==> src/rtl/split_reg.sv <==
// Registered 1-to-N splitter for the IOb native bus: latches the slave select per transaction,
// returns ERR_DATA with m_err on decode error or slave timeout.
module split_reg #(
    parameter int                N_SLAVES = 4,
    parameter int                ADDR_W   = 32,
    parameter int                DATA_W   = 32,
    parameter int                SEL_W    = $clog2(N_SLAVES),
    parameter int                TIMEOUT  = 255,
    parameter logic [DATA_W-1:0] ERR_DATA = DATA_W'(32'hDEADBEEF)
) (
    input  logic                           clk,
    input  logic                           rst_n,
    input  logic                           m_valid,
    input  logic [ADDR_W-1:0]              m_addr,
    input  logic [DATA_W-1:0]              m_wdata,
    input  logic [DATA_W/8-1:0]            m_wstrb,
    output logic [DATA_W-1:0]              m_rdata,
    output logic                           m_ready,
    output logic                           m_err,
    output logic [N_SLAVES-1:0]            s_valid,
    output logic [N_SLAVES*ADDR_W-1:0]     s_addr,
    output logic [N_SLAVES*DATA_W-1:0]     s_wdata,
    output logic [N_SLAVES*DATA_W/8-1:0]   s_wstrb,
    input  logic [N_SLAVES*DATA_W-1:0]     s_rdata,
    input  logic [N_SLAVES-1:0]            s_ready
);

    localparam int STRB_W = DATA_W / 8;
    localparam int CNT_W  = (TIMEOUT > 0) ? $clog2(TIMEOUT + 1) : 1;

    typedef enum logic [1:0] {IDLE, REQ, RESP} state_t;

    state_t              state_reg, state_next;
    logic [SEL_W-1:0]    sel_reg, sel_next;
    logic [ADDR_W-1:0]   addr_reg, addr_next;
    logic [DATA_W-1:0]   wdata_reg, wdata_next;
    logic [STRB_W-1:0]   wstrb_reg, wstrb_next;
    logic [DATA_W-1:0]   rdata_reg, rdata_next;
    logic                err_reg, err_next;
    logic [CNT_W-1:0]    count_reg, count_next;
    logic [SEL_W-1:0]    m_sel;
    logic [DATA_W-1:0]   slave_rdata [N_SLAVES];

    assign m_sel = m_addr[ADDR_W-1 -: SEL_W];

    always_ff @(posedge clk or negedge rst_n) begin
        if (!rst_n) begin
            state_reg <= IDLE;
            sel_reg   <= '0;
            addr_reg  <= '0;
            wdata_reg <= '0;
            wstrb_reg <= '0;
            rdata_reg <= '0;
            err_reg   <= 1'b0;
            count_reg <= '0;
        end else begin
            state_reg <= state_next;
            sel_reg   <= sel_next;
            addr_reg  <= addr_next;
            wdata_reg <= wdata_next;
            wstrb_reg <= wstrb_next;
            rdata_reg <= rdata_next;
            err_reg   <= err_next;
            count_reg <= count_next;
        end
    end

    always_comb begin
        state_next = state_reg;
        sel_next   = sel_reg;
        addr_next  = addr_reg;
        wdata_next = wdata_reg;
        wstrb_next = wstrb_reg;
        rdata_next = rdata_reg;
        err_next   = err_reg;
        count_next = count_reg;
        case (state_reg)
            IDLE: begin
                if (m_valid) begin
                    if (int'(m_sel) < N_SLAVES) begin
                        state_next = REQ;
                        sel_next   = m_sel;
                        addr_next  = m_addr;
                        wdata_next = m_wdata;
                        wstrb_next = m_wstrb;
                        count_next = '0;
                    end else begin
                        state_next = RESP;
                        rdata_next = ERR_DATA;
                        err_next   = 1'b1;
                    end
                end
            end
            REQ: begin
                // Ready is checked before the timeout so a same-cycle ready still completes normally.
                if (s_ready[sel_reg]) begin
                    state_next = RESP;
                    rdata_next = slave_rdata[sel_reg];
                    err_next   = 1'b0;
                end else if ((TIMEOUT != 0) && (int'(count_reg) == TIMEOUT - 1)) begin
                    state_next = RESP;
                    rdata_next = ERR_DATA;
                    err_next   = 1'b1;
                end else begin
                    count_next = count_reg + CNT_W'(1);
                end
            end
            RESP: state_next = IDLE;
            default: state_next = IDLE;
        endcase
    end

    // Each slice is registered from the next-state values, so it is live exactly while in REQ.
    for (genvar gi = 0; gi < N_SLAVES; gi++) begin : g_slice
        logic                route_next;
        logic                valid_reg;
        logic [ADDR_W-1:0]   addr_out_reg;
        logic [DATA_W-1:0]   wdata_out_reg;
        logic [STRB_W-1:0]   wstrb_out_reg;

        assign route_next = (state_next == REQ) && (sel_next == SEL_W'(gi));

        always_ff @(posedge clk or negedge rst_n) begin
            if (!rst_n) begin
                valid_reg     <= 1'b0;
                addr_out_reg  <= '0;
                wdata_out_reg <= '0;
                wstrb_out_reg <= '0;
            end else begin
                valid_reg     <= route_next;
                addr_out_reg  <= route_next ? addr_next  : '0;
                wdata_out_reg <= route_next ? wdata_next : '0;
                wstrb_out_reg <= route_next ? wstrb_next : '0;
            end
        end

        assign slave_rdata[gi]                  = s_rdata[gi*DATA_W +: DATA_W];
        assign s_valid[gi]                      = valid_reg;
        assign s_addr[gi*ADDR_W +: ADDR_W]      = addr_out_reg;
        assign s_wdata[gi*DATA_W +: DATA_W]     = wdata_out_reg;
        assign s_wstrb[gi*STRB_W +: STRB_W]     = wstrb_out_reg;
    end

    assign m_ready = (state_reg == RESP);
    assign m_err   = err_reg & m_ready;
    assign m_rdata = rdata_reg;

endmodule

==> config.mk <==
export PLATFORM = sky130hd
export DESIGN_NAME = split_reg
export DESIGN_NICKNAME = d
export VERILOG_FILES = /design/src/rtl/split_reg.sv
export SDC_FILE = /design/constraint.sdc
export NUM_CORES = 1
export LEC_CHECK = 0
export BUFFER_PORTS_ARGS = -buffer_cell sky130_fd_sc_hd__clkbuf_2
export CORE_AREA = 2 2 201 203
export CTS_CLUSTER_DIAMETER = 80
export DETAILED_ROUTE_END_ITERATION = 7
export DIE_AREA = 0 0 203 205
export PLACE_DENSITY_LB_ADDON = 0.08
export SYNTH_ARGS = -nofsm -noshare
export SYNTH_HDL_FRONTEND = slang
export SYNTH_SLANG_ARGS = --single-unit
==> constraint.sdc <==
create_clock -name clk -period 4.1 [get_ports clk]
set_clock_uncertainty 0.05 [all_clocks]
set_input_delay 0.205 -clock clk [delete_from_list [all_inputs] [get_ports clk]]
set_output_delay 0.205 -clock clk [all_outputs]
set_load 0.05 [all_outputs]
# Word-level counts from Yosys, hierarchy flattened
# Index checks and enable logic that the tools add are counted.
op_classes:
  muxes: 37
  order_cmp: 2
  bitwise: 2
  n_reduce_logical: 10
  addsub: 1
  n_eq_ne: 10
op_table:
  columns: ["cell", "count"]
  rows:
  - ["two-way mux 32 bit", 16]
  - ["binary-select mux 32 bit (select 2 bit)", 1]
  - ["two-way mux 4 bit", 6]
  - ["two-way mux 8 bit", 3]
  - ["one-hot mux 8 bit (2 select lines)", 1]
  - ["two-way mux 2 bit", 5]
  - ["adder 8 x 1 -> 8 bit (second input constant)", 1]
  - ["equality test 8 x 2 -> 1 bit (second input constant)", 1]
  - ["equality test 2 x 1 -> 1 bit (second input constant)", 3]
  - ["equality test 2 bit (second input constant)", 3]
  - ["inequality test 2 bit (second input constant)", 3]
  - ["logical AND 1 bit", 4]
  - ["zero test 2 bit", 2]
  - ["one-hot mux 2 bit (2 select lines)", 1]
  - ["AND reduction 4 bit", 1]
  - ["nonzero test 2 bit", 2]
  - ["greater-or-equal comparator 3 bit (second input constant)", 1]
  - ["< comparator 2 x 3 -> 1 bit (second input constant)", 1]
  - ["two-way mux 1 bit", 3]
  - ["inverter 2 -> 3 bit", 1]
  - ["binary-select mux 1 bit (select 2 bit)", 1]
  - ["AND reduction 2 bit", 1]
  - ["AND 1 bit", 1]
word_totals:
  wordCells: 86
  regBits: 389

# Longest topological paths before layout
# Gate-level depths: netlist (run 1).
logic_depth:
  depth_word: 7
  ltp_mapped: 11
  ltp_nobuf: 7

# Worst setup path after synthesis (run 1)
# OpenSTA, ideal clock, no wires.
synth_timing:
  path_type: "flip-flop to flip-flop"
  startpoint: "register sel_reg[0]"
  endpoint: "register g_slice[1].wstrb_out_reg[1]"
  stages_incl_launch_ff: 10
  arrival_time_ns: 2.129
  setup_slack_ns: 1.851
  t_required_ns: 3.980
  path_buffers: 5
  setup_ns: 0.070
  cell_sequence: "dfrtp_1 -> buf_6 -> mux4_2 -> a211o_1 -> buf_6 -> o32a_1 -> buf_2 -> buf_6 -> buf_6 -> nor2_2"
synth_via:
  elab_chain_cells: 7
synth_rtl:
  columns: ["item", "line", "source"]
  rows:
  - ["from (decl)", "34", "logic [SEL_W-1:0] sel_reg, sel_next;"]
  - ["from (signal assigned)", "58", "sel_reg <= sel_next;"]
  - ["binary-select mux 1 bit (select 2 bit)", "96", "if (s_ready[sel_reg]) begin"]
  - ["two-way mux 1 bit (implied by the code)", "96", null]
  - ["two-way mux 2 bit", "96", null]
  - ["one-hot mux 2 bit (2 select lines)", "77", "case (state_reg)"]
  - ["equality test 2 x 1 -> 1 bit", "121", "assign route_next = (state_next == REQ) && (sel_next == SEL_W'(gi));"]
  - ["logical AND 1 bit *", "121", null]
  - ["two-way mux 4 bit *", "133", "wstrb_out_reg <= route_next ? wstrb_next : '0;"]
  - ["to (signal assigned)", "133", null]
  - ["to (decl)", "119", "logic [STRB_W-1:0] wstrb_out_reg;"]
# Every way passes the cells marked *; elsewhere a longest branch is shown, timed or not. The select of a mux whose other input is x is not followed.
# A chain may end at the register's enable or synchronous reset.

# Worst setup path after layout (run 1)
layout_timing:
  startpoint: "register sel_reg[0]"
  endpoint: "register g_slice[1].wdata_out_reg[9]"
layout_via:
  elab_chain_cells: 7
layout_rtl:
  columns: ["item", "line", "source"]
  rows:
  - ["binary-select mux 1 bit (select 2 bit)", "96", null]
  - ["two-way mux 1 bit (implied by the code)", "96", null]
  - ["two-way mux 2 bit", "96", null]
  - ["one-hot mux 2 bit (2 select lines)", "77", null]
  - ["equality test 2 x 1 -> 1 bit", "121", null]
  - ["logical AND 1 bit *", "121", null]
  - ["two-way mux 32 bit *", "132", "wdata_out_reg <= route_next ? wdata_next : '0;"]
  - ["to (signal assigned)", "132", null]
  - ["to (decl)", "118", "logic [DATA_W-1:0] wdata_out_reg;"]
# Marked as above.

==> results of run 1 <==
layout by cell type (no fill, tap or decap), drive strengths merged, types with 3 or more instances in the layout:
| cell | instances |
|---|---|
| clkbuf | 570 |
| inv | 78 |
| mux2i | 67 |
| mux4 | 33 |
| buf | 17 |
| dfrtp | 389 |
| nor2 | 277 |
| dlygate4sd3 | 69 |
| nand3b | 10 |
| clkinv | 12 |
| a21oi | 4 |
| nand2 | 9 |
| o21a | 9 |
| a22o | 8 |
| and2 | 3 |
| o22a | 15 |
| bufinv | 7 |
| o21ai | 6 |
final timing paths:
check                                               endpoint  slack [ns]  cells after the start
min in group asynchronous       g_slice[1].wdata_out_reg[25]        0.25                      2
worst max register to register   g_slice[1].wdata_out_reg[9]        1.22                      5
max in group asynchronous                         sel_reg[0]        2.62                      3
worst min-delay path                            wstrb_reg[1]        0.02                      3
worst min register to register                    m_rdata[6]        0.44                      1
worst max-delay path             g_slice[1].wdata_out_reg[9]        1.22                      5
power by group:
group          switching [W]  internal, W  total [W]
logic                0.00474      0.00154    0.00629
clock network        0.00161      0.00266    0.00427
registers           0.000373      0.00489    0.00527
layout make-up:
cell class / count / area, um2
Fill cell: 3659 / 20500
Sequential cell: 389 / 9740
Timing Repair Buffer: 597 / 3410
Multi-Input combinational cell: 471 / 3200
Clock buffer: 59 / 1290
Tap cell: 525 / 657
Clock inverter: 23 / 318
Inverter: 76 / 285
Antenna cell: 1 / 2.50
per-stage QoR:
| step | hold WS [ns] | utilization [%] | worst slack [ns] |
|---|---|---|---|
| after floorplan | -0.141 | - | 1.85 |
| after global placement | 0.268 | 42.2 | 1.21 |
| after detailed placement | 0.264 | 42.2 | 1.12 |
| after CTS | 0.00172 | 48.0 | 1.12 |
| after global routing | 0.0280 | 48.0 | 0.997 |
| final | 0.0161 | 48.0 | 1.22 |
kinds of logic (layout without fill, tap and decap cells):
kind of cell	after synthesis	count (layout)	share of synthesized area [%]
xor+xnor	2	2	0.130
buf+inv	135	755	4.30
other cells	0	1	0
mux	100	100	10.5
simple gates	314	314	9.56
flops	389	389	72.3
compound gates	53	53	3.04
fa+ha+maj	2	2	0.186
synth_stat cells, drive strengths merged, types with 2 or more instances:
library cell,n,share of area (%)
dfrtp,389,72
nor2,277,7.9
inv,76,2.1
mux2i,67,5.0
clkbuf,35,0.98
mux4,33,5.5
buf,24,1.2
o22a,15,0.98
nand3b,10,0.56
nand2,9,0.25
o21a,9,0.50
a22o,8,0.52
o21ai,6,0.22
a21oi,4,0.15
and2,3,0.14
a211oi,2,0.11
a32oi,2,0.13
ha,2,0.19
nand3,2,0.074
nand4,2,0.093
nor2b,2,0.093
o32a,2,0.15
or3,2,0.093
xnor2,2,0.13
metal layers:
layer / GRT usage, % / vias up / wire (um)
li1: - / 4369 / -
met1: 23.3 / 4629 / 16000
met2: 33.1 / 341 / 20000
met3: 5.97 / 61 / 3200
met4: 7.12 / 0 / 1110
met5: 0 / - / 0
worst max-delay path: stages (launching register included):
cell and delay [ns]:
dfrtp_2 0.41, mux4_2 0.56, a211o_1 0.33, o32a_2 0.62
buf_4 0.65, nor2_1 0.10
repair_timing:
action / in CTS / in global routing
hold endpoints to repair: 390 / 0
hold buffers: 69 / 0
gates resized for setup: 0 / 0
endpoints found under the setup margin: 0 / 0
==> summary.md, run 1 <==
| Metric | Value |
|---|---|
| Status | finished, final reports clean |
| Clk root buf | clkbuf_16 |
| Post-synth EDFFs | 0 |
| Post-synth cell types | 41 |
| Detailed-route DRC error count | 0 |
| TNS Setup | 0 ns |
| Io pins | just over 500 |
| Placed Cells incl. Taps | 1,989 |
| Final setup violation count | 0 |
| Post-layout nets | 1,784 |
| Flops & latches, synth | just under 400 |
| Synthesized instance count | 995 |
| Type of origin of the critical path | flip-flop |
| Die ar. | 41,600 um2 |
| Post-synth ARST share | 100% |
| Fmax | around 350 MHz |
| Avg Vias per Cell | roughly 4.4 |
| Worst setup path start | sel_reg[0] |
| Dpl cell area | 16,600 um2 |
| CP Class | reg -> reg |
| DRT Wirelength | slightly above 40,000 um |
| Register area share after synthesis | ~72% |
| Synth warnings | 0 |
| GPL Wtd Cong | around 0.8 |
| Row cnt | 73 |
| RSZ-0062 raised after global routing | false |
| Share of layout cells above drive strength 1 | around two fifths |
| Layout area overhead | 40.3% |
| Starting Density | 34.2% |
| Primary FF master, synth | dfrtp_1 |
| Rel. slew slack | 34.0% |
| TritonRoute pass-1 iters | 4 |
| First-pass GRT wire length | between 60,000 and 70,000 um |
| Clk pin slew, worst setup/hold paths | roughly 0.060 ns |
| Maximum vdd drop | 452 uV |
| Core area | ~39,000 um2 |
| Chip height | a little over 200 um |
| Average cell area after synthesis | 13.5 um2 |
| Pleak | approximately 10 nW |
| Max Slew Vio Count | 0 |
| Crit. End Element | flip-flop |
| Max clock buf depth | 3 |
| Worst Path Max Fanout | 48 |
| DR vias | 9,400 |
| Hold Path Class | in -> reg |
| Worst Path Arrival | ~3.2 ns |
| Hold_sp | m_wstrb[1] |
| Detailed-route wire length per cell | about 19 um |
| Req. time, crit path | 4.47 ns |
| Cell Count, Final, Fillers Out | approximately 2,100 |
| Cell area after layout | ~19,000 um2 |
| PortBufs | 512 |
| Clk_lat worst skew | ~0.56 ns |
| Fin crit share | a little over two thirds |
| CTS tree | yes |
| Maxcap violations | 0 |
| Hold Fails Final Rpt | 0 |
| Slew @ Worst Pin | 0.990 ns |
| Syn nets | roughly 1,200 |
| Gr ovfl total | 0 |
| Mapped Area | 13,500 um2 |
| Total Power | 0.0158 W |
| CTS Sinks | ~400 |
| ANT nets after route | 0 |
| H-tree Lvls | 2 |
| Drt first-iter violations | ~440 |
| Number of global-route vias before repair | ~10,000 |
| Power density cells | roughly 840 nW/um2 |
| Post-CTS Setup Repair Bufs | 0 |
| Initial antenna violation count | 1 |
| Reg2reg start | sel_reg[0] |
| Die width | roughly 200 um |
| Largest net degree at the start of global routing | about 110 |
| CTS Buf Count | 44 |
| Period minus WS final | 2.88 ns |
| Total track usage | between 10% and 20% |
| Post-DP HPWL | about 28,000 um |
Power figures use the tool's default switching activity.
==> run 2: changes to the inputs <==
==> constraint.sdc (replaced) <==
create_clock -name clk -period 2.8 [get_ports clk]
set_clock_uncertainty 0.05 [all_clocks]
set_input_delay 0.14 -clock clk [delete_from_list [all_inputs] [get_ports clk]]
set_output_delay 0.14 -clock clk [all_outputs]
set_load 0.05 [all_outputs]
==> run 2 against run 1 <==
  * Cell count is 2.4% higher
  * Global-route usage is 0.27 points higher
  * Combinational power is 51% higher
  * Clock-buffer cell count is 4 higher
  * Via count is 3.6% higher
  * Die area stayed put
  * Register-to-register slack worse by 0.88 ns
  * Clock power is 39% higher
  * Largest power group unchanged
==> summary.md, run 2 (synthesis results as in run 1) <==
| Metric | Value |
|---|---|
| Status | finished, final reports clean |
| Crit. End Element | flip-flop |
| CP top delay family | buffers and inverters |
| RSZ-0062 raised after global routing | false |
| CTS Sinks | 389 |
| Detailed-route DRC error count | 0 |
| Maximum vdd drop | 633 uV |
| Clk pin slew, worst setup/hold paths | approximately 0.06 ns |
| Post_cts resized | 0 |
| CTS Buf Count | 43 |
| Clk root buf | clkbuf_16 |
| Post-CTS Setup Repair Bufs | 0 |
| DRT Wirelength | 41,100 um |
| Pleak | around 10 nW |
| DR vias | between 9,000 and 10,000 |
| PortBufs | about 510 |
| Row cnt | 73 |
| Io pins | just over 500 |
| CTS tree | yes |
| Buf/Inv on CP | 2 |
| Maxcap violations | 0 |
| Die width | 203 um |
| Initial antenna violation count | 2 |
| Leading cell types in the layout, fill and taps excluded | clkbuf_2, dfrtp_1, nor2_1 |
| Slew @ Worst Pin | between 0.7 and 0.8 ns |
| GPL Wtd Cong | 0.786 |
| ANT nets after route | 0 |
| Cts hold-fix bufs | 116 |
| Die ar. | 41,600 um2 |
| R2r worst-path depth | 4 |
| Max clock buf depth | 3 |
| H-tree Lvls | 2 |
| Worst setup path start | sel_reg[0] |
| Critical Path Stages | 4 |
| Fin crit share | 87.8% |
| Crit path cell chain | buf_4, mux4_2, dlygate4sd3_1, a22o_1 |
| Worst Path Arrival | approximately 2.8 ns |
| Core area | approximately 40,000 um2 |
| Critical Path Max Stage Delay | ~0.58 ns |
| Gr ovfl total | 0 |
| Starting Density | 34.2% |
| TritonRoute pass-1 iters | 4 |
| Post-layout nets | roughly 1,800 |
| Share of layout cells above drive strength 1 | 39.4% |
| Crit path capture | m_rdata[24] |
| Number of global-route vias before repair | approximately 10,000 |
| Rel. slew slack | a little under half |
| Worst Path Max Fanout | 35 |
| Largest net degree at the start of global routing | 96 |
| Clk_lat worst skew | about 0.56 ns |
| CP max-delay cell | mux4_2 |
| Detailed-route wire length per cell | 18.7 um |
| TNS Setup | 0 ns |
| Worst reg2reg setup slack | approximately 0.34 ns |
| R2R Path End | m_rdata[24] |
| Power density cells | 1200 nW/um2 |
| Type of origin of the critical path | flip-flop |
| Hold Path Class | in -> reg |
| Post-DP HPWL | ~28,000 um |
| Total track usage | about a fifth |
| Req. time, crit path | around 3.2 ns |
| Chip height | approximately 200 um |
| Final setup violation count | 0 |
| Drt first-iter violations | ~360 |
| Post-route worst setup slack | about 0.34 ns |
| Reg2reg start | sel_reg[0] |
| Post-place setup slack | 0.356 ns |
| CP Class | reg -> reg |
| First-pass GRT wire length | just over 60,000 um |
| Max Slew Vio Count | 0 |
| Period minus WS final | approximately 2.5 ns |
| Fmax | 407 MHz |
| Layout area overhead | 44.2% |
| Avg Vias per Cell | ~4.4 |
| Most common cell after layout, fill and taps aside | clkbuf_2 |
| Hold Fails Final Rpt | 0 |
-- run 2: changes by cell type in the layout (fill, tap and decap cells not counted), sizes merged, moves of 2 or more --
cell and delta:
dlygate4sd3 +47, bufinv -3, buf +8, inv +2, clkbuf +4, clkinv -8
-- run 2: stage by stage --
stage	std cells	power (W)	hold WS [ns]	area, um2	utilization [%]
after detailed placement	1997	0.0171	0.197	16700	42.5
after CTS	2190	0.0235	0.0242	19400	49.3
after floorplan	995	0.0144	-0.206	13500	-
final	2192	0.0232	0.0542	19400	49.3
after global routing	2192	0.0244	0.0750	19400	49.3
after global placement	1997	0.0170	0.192	16700	42.5
-- run 2: worst min path at each step --
stage | start | end | slack (ns) | cells after the start
after floorplan | rst_n | addr_reg[0] | -0.21 | 0
after global placement | rst_n | g_slice[0].wdata_out_reg[29] | 0.19 | 1
after detailed placement | rst_n | g_slice[0].wdata_out_reg[29] | 0.20 | 1
after CTS | s_rdata[18] | m_rdata[18] | 0.02 | 4
after global routing | s_rdata[112] | m_rdata[16] | 0.08 | 4
final | s_rdata[114] | m_rdata[18] | 0.05 | 4
-- run 2: per-layer routing --
metal / global-route usage [%] / up-vias / part of all wire, %
li1: - / 4475 / -
met1: 24.1 / 4850 / 41
met2: 32.9 / 337 / 49
met3: 5.55 / 74 / 7.3
met4: 8.16 / 0 / 3.1
met5: 0 / - / 0
-- run 2: where the power goes --
part | internal [W] | total (W) | switching, W
Combinational | 0.00256 | 0.00952 | 0.00696
Sequential | 0.00717 | 0.00773 | 0.000563
Clock | 0.00364 | 0.00595 | 0.00231
Total | 0.0134 | 0.0232 | 0.00983
-- run 2: layout make-up --
class                           count  area (um2)
Fill cell                        3585       20000
Sequential cell                   389        9740
Timing Repair Buffer              652        4010
Multi-Input combinational cell    471        3200
Clock buffer                       63        1310
Tap cell                          525         657
Inverter                           76         285
Clock inverter                     14         205
Antenna cell                        2        5.00
-- run 2: worst reg2reg max path, delay by kind of cell, from the launching register on --
family / cells / cell delay, ns
multiplexers: 1 / 0.61
AO/OA/AOI/OAI: 1 / 0.20
buffers and inverters: 2 / 1.12
flip-flops: 1 / 0.36
==> run 3: changes to the inputs <==
--- a/config.mk
+++ b/config.mk
@@ -5,11 +5,13 @@
 export SDC_FILE = /design/constraint.sdc
 export NUM_CORES = 1
 export LEC_CHECK = 0
+export ABC_AREA = 1
 export BUFFER_PORTS_ARGS = -buffer_cell sky130_fd_sc_hd__clkbuf_2
-export CORE_AREA = 2 2 201 203
+export CORE_AREA = 2 2 200 202
 export CTS_CLUSTER_DIAMETER = 80
 export DETAILED_ROUTE_END_ITERATION = 7
-export DIE_AREA = 0 0 203 205
+export DIE_AREA = 0 0 202 204
+export GPL_ROUTABILITY_DRIVEN = 0
 export PLACE_DENSITY_LB_ADDON = 0.08
 export SYNTH_ARGS = -nofsm -noshare
 export SYNTH_HDL_FRONTEND = slang
==> run 3 against run 2 <==
  * First-iteration DRC count is 33% higher
  * Non-clock buffer count is 44 higher
  * Design area is 6.0% higher
  * Maximum frequency is 5.4% lower
  * Critical path depth is 6 higher
  * Clock power is 4.7% lower
  * Worst setup slack worse by 0.14 ns
  * Sequential cell count stayed put
  * Sequential share of layout area is 2.8 points lower
  * Largest cell class unchanged
  * Highest routed layer unchanged
==> summary.md, run 3 <==
| Metric | Value |
|---|---|
| Status | finished, final reports clean |
| CTS Buf Count | 42 |
| Sequential share of power | 29.0% |
| Req. time, crit path | ~3.2 ns |
| Number of global-route vias before repair | 12,400 |
| Post-synth cell types | 26 |
| Worst Path Max Fanout | 64 |
| R2r worst-path depth | 10 |
| Largest net degree at the start of global routing | 71 |
| Crit. End Element | flip-flop |
| Fin crit share | 92.8% |
| Detailed-route DRC error count | 0 |
| Max Slew Vio Count | 0 |
| Switching part of the total power | ~50% |
| Period minus WS final | about 2.6 ns |
| Hold Fails Final Rpt | 0 |
| Worst Path Arrival | roughly 3 ns |
| Synth warnings | 0 |
| Clk root buf | clkbuf_16 |
| Total track usage | a little under a quarter |
| Power density cells | between 1000 and 1500 nW/um2 |
| Post-route worst setup slack | between 0.2 and 0.25 ns |
| Post-synth ARST share | 100% |
| Hold Path Class | in -> reg |
| CTS Sinks | between 300 and 400 |
| Synth cell count leaders | dfrtp_1, nand2_1, nor3_1 |
| ANT nets after route | 0 |
| Synthesized instance count | approximately 1,400 |
| RSZ-0062 raised after global routing | false |
| Rel. slew slack | about half |
| Most area-hungry cell type in the Yosys netlist | dfrtp_1 |
| Type of origin of the critical path | flip-flop |
| Clk_lat worst skew | roughly 0.56 ns |
| CTS tree | yes |
| Combinational Power Share | 51.8% |
| Detailed-route wire length per cell | 17.7 um |
| Pleak | approximately 11 nW |
| Average cell area after synthesis | about 10 um2 |
| Register area share after synthesis | between 60% and 70% |
| DRT Wirelength | 46,700 um |
| Most common cell after layout, fill and taps aside | clkbuf_2 |
| Mapped Area | ~14,000 um2 |
| Post-synth EDFFs | 0 |
| Area of the multi-input gates | around 3700 um2 |
| PortBufs | slightly above 500 |
| Post-CTS Setup Repair Bufs | 0 |
| Slew @ Worst Pin | about 0.75 ns |
| Maximum vdd drop | 624 uV |
| Initial antenna violation count | 0 |
| Drt first-iter violations | ~480 |
| DR vias | ~12,000 |
| TritonRoute pass-1 iters | 5 |
| Flops & latches, synth | slightly below 400 |
| Post-layout nets | ~2,300 |
| Fillers | ~3,600 |
| H-tree Lvls | 2 |
| Clock share of power | about a fifth |
| Register area | about 9700 um2 |
| Post-place setup slack | between 0.5 and 0.6 ns |
| Gr ovfl total | 0 |
| Chip height | ~200 um |
| Share of layout cells above drive strength 1 | 29.6% |
| Core area | slightly below 40,000 um2 |
| Top cells by area, synth | dfrtp_1, nand2_1, nor3_1 |
| TNS Setup | 0 ns |
| Io pins | around 510 |
| Die ar. | ~41,000 um2 |
| Leading cell types in the layout, fill and taps excluded | clkbuf_2, dfrtp_1, nand2_1 |
| Internal power | 0.0147 W |
| CP Class | reg -> reg |
| Most common cell in the netlist | dfrtp_1 |
| Avg Vias per Cell | 4.65 |
| Max clock buf depth | 3 |
| Top-area cell type share of the netlist area | about two thirds |
| Post-DP HPWL | around 32,000 um |
| Syn nets | about 1,600 |
| Primary FF master, synth | dfrtp_1 |
| Hold Path Stages | 3 |
| Layout area overhead | 42.8% |
| Fmax | ~380 MHz |
| Hold Slack | 0.0295 ns |
| Maxcap violations | 0 |
| Die width | 202 um |
| Row cnt | between 70 and 80 |
| Switching pwr | 0.0147 W |
| Starting Density | 36.8% |
| Clk pin slew, worst setup/hold paths | 0.06 ns |
| Final setup violation count | 0 |
| First-pass GRT wire length | ~72,000 um |
run 3: critical path, stage by stage, from the launching register on:
cell and delay [ns]:
dfrtp_2 0.45, inv_2 0.08, clkbuf_8 0.35, nand2_1 0.09, nand3_1 0.09, dlygate4sd3_1 0.56, nand2_1 0.05, dlygate4sd3_1 0.56
nand2_1 0.08, nand2_1 0.06, nand2_1 0.07
run 3: layer usage:
| metal | vias up | wire length [um] | global-route usage, % |
|---|---|---|---|
| met3 | 55 | 2930 | 5.36 |
| li1 | 5821 | - | - |
| met4 | 0 | 905 | 5.49 |
| met1 | 5991 | 19800 | 29.4 |
| met2 | 417 | 23100 | 38.9 |
| met5 | - | 0 | 0 |
run 3: final cells by class:
class                   instances  area share [%]
well taps                     525            3.19
repair buffers                696            22.1
clock inverters                16            1.12
diodes                          1          0.0122
flip-flops and latches        389            47.3
inverters                     149            2.72
clock buffers                  58            5.74
multi-input cells             805            17.8
run 3: path summary, 6_finish.rpt:
check                                 start                          to  slack, ns
worst max-delay path             sel_reg[0]                 m_rdata[13]       0.20
worst min-delay path             m_addr[31]                  sel_reg[1]       0.03
worst max register to register   sel_reg[0]                 m_rdata[13]       0.20
worst min register to register  m_rdata[31]                 m_rdata[31]       0.45
max in group asynchronous             rst_n  g_slice[3].addr_out_reg[8]       1.78
min in group asynchronous             rst_n        g_slice[0].valid_reg       0.10
run 3: cell families after synthesis:
family / count (synthesis) / synth area share, %
simple gates: 708 / 21.4
flops: 389 / 67.5
xor+xnor: 3 / 0.182
compound gates: 92 / 3.29
fa+ha+maj: 2 / 0.174
buf+inv: 247 / 7.46
run 3: timing repair:
item / CTS / global route
endpoints found under the hold margin: 391 / 0
endpoints found under the setup margin: 0 / 16
hold buffers: 156 / 0
gates resized for setup: 0 / 3
run 3: power groups by stage:
stage               combinational [W]  sequential [W]  clock (W)
finish                         0.0152         0.00853    0.00567
floorplan                     0.00514          0.0139          0
global placement               0.0146         0.00863          0
global route                   0.0164         0.00874    0.00605
detailed placement             0.0147         0.00863          0
CTS                            0.0154         0.00855    0.00583
run 3: metrics by stage:
step           power [W]  cell area [um2]  util [%]  cells
6_report          0.0294            20600      52.5   2639
5_1_grt           0.0312            20600      52.5   2638
4_1_cts           0.0298            20600      52.5   2638
3_5_place_dp      0.0233            17600      44.9   2408
3_3_place_gp      0.0232            17600      44.9   2408
2_1_floorplan     0.0191            14400         -   1441
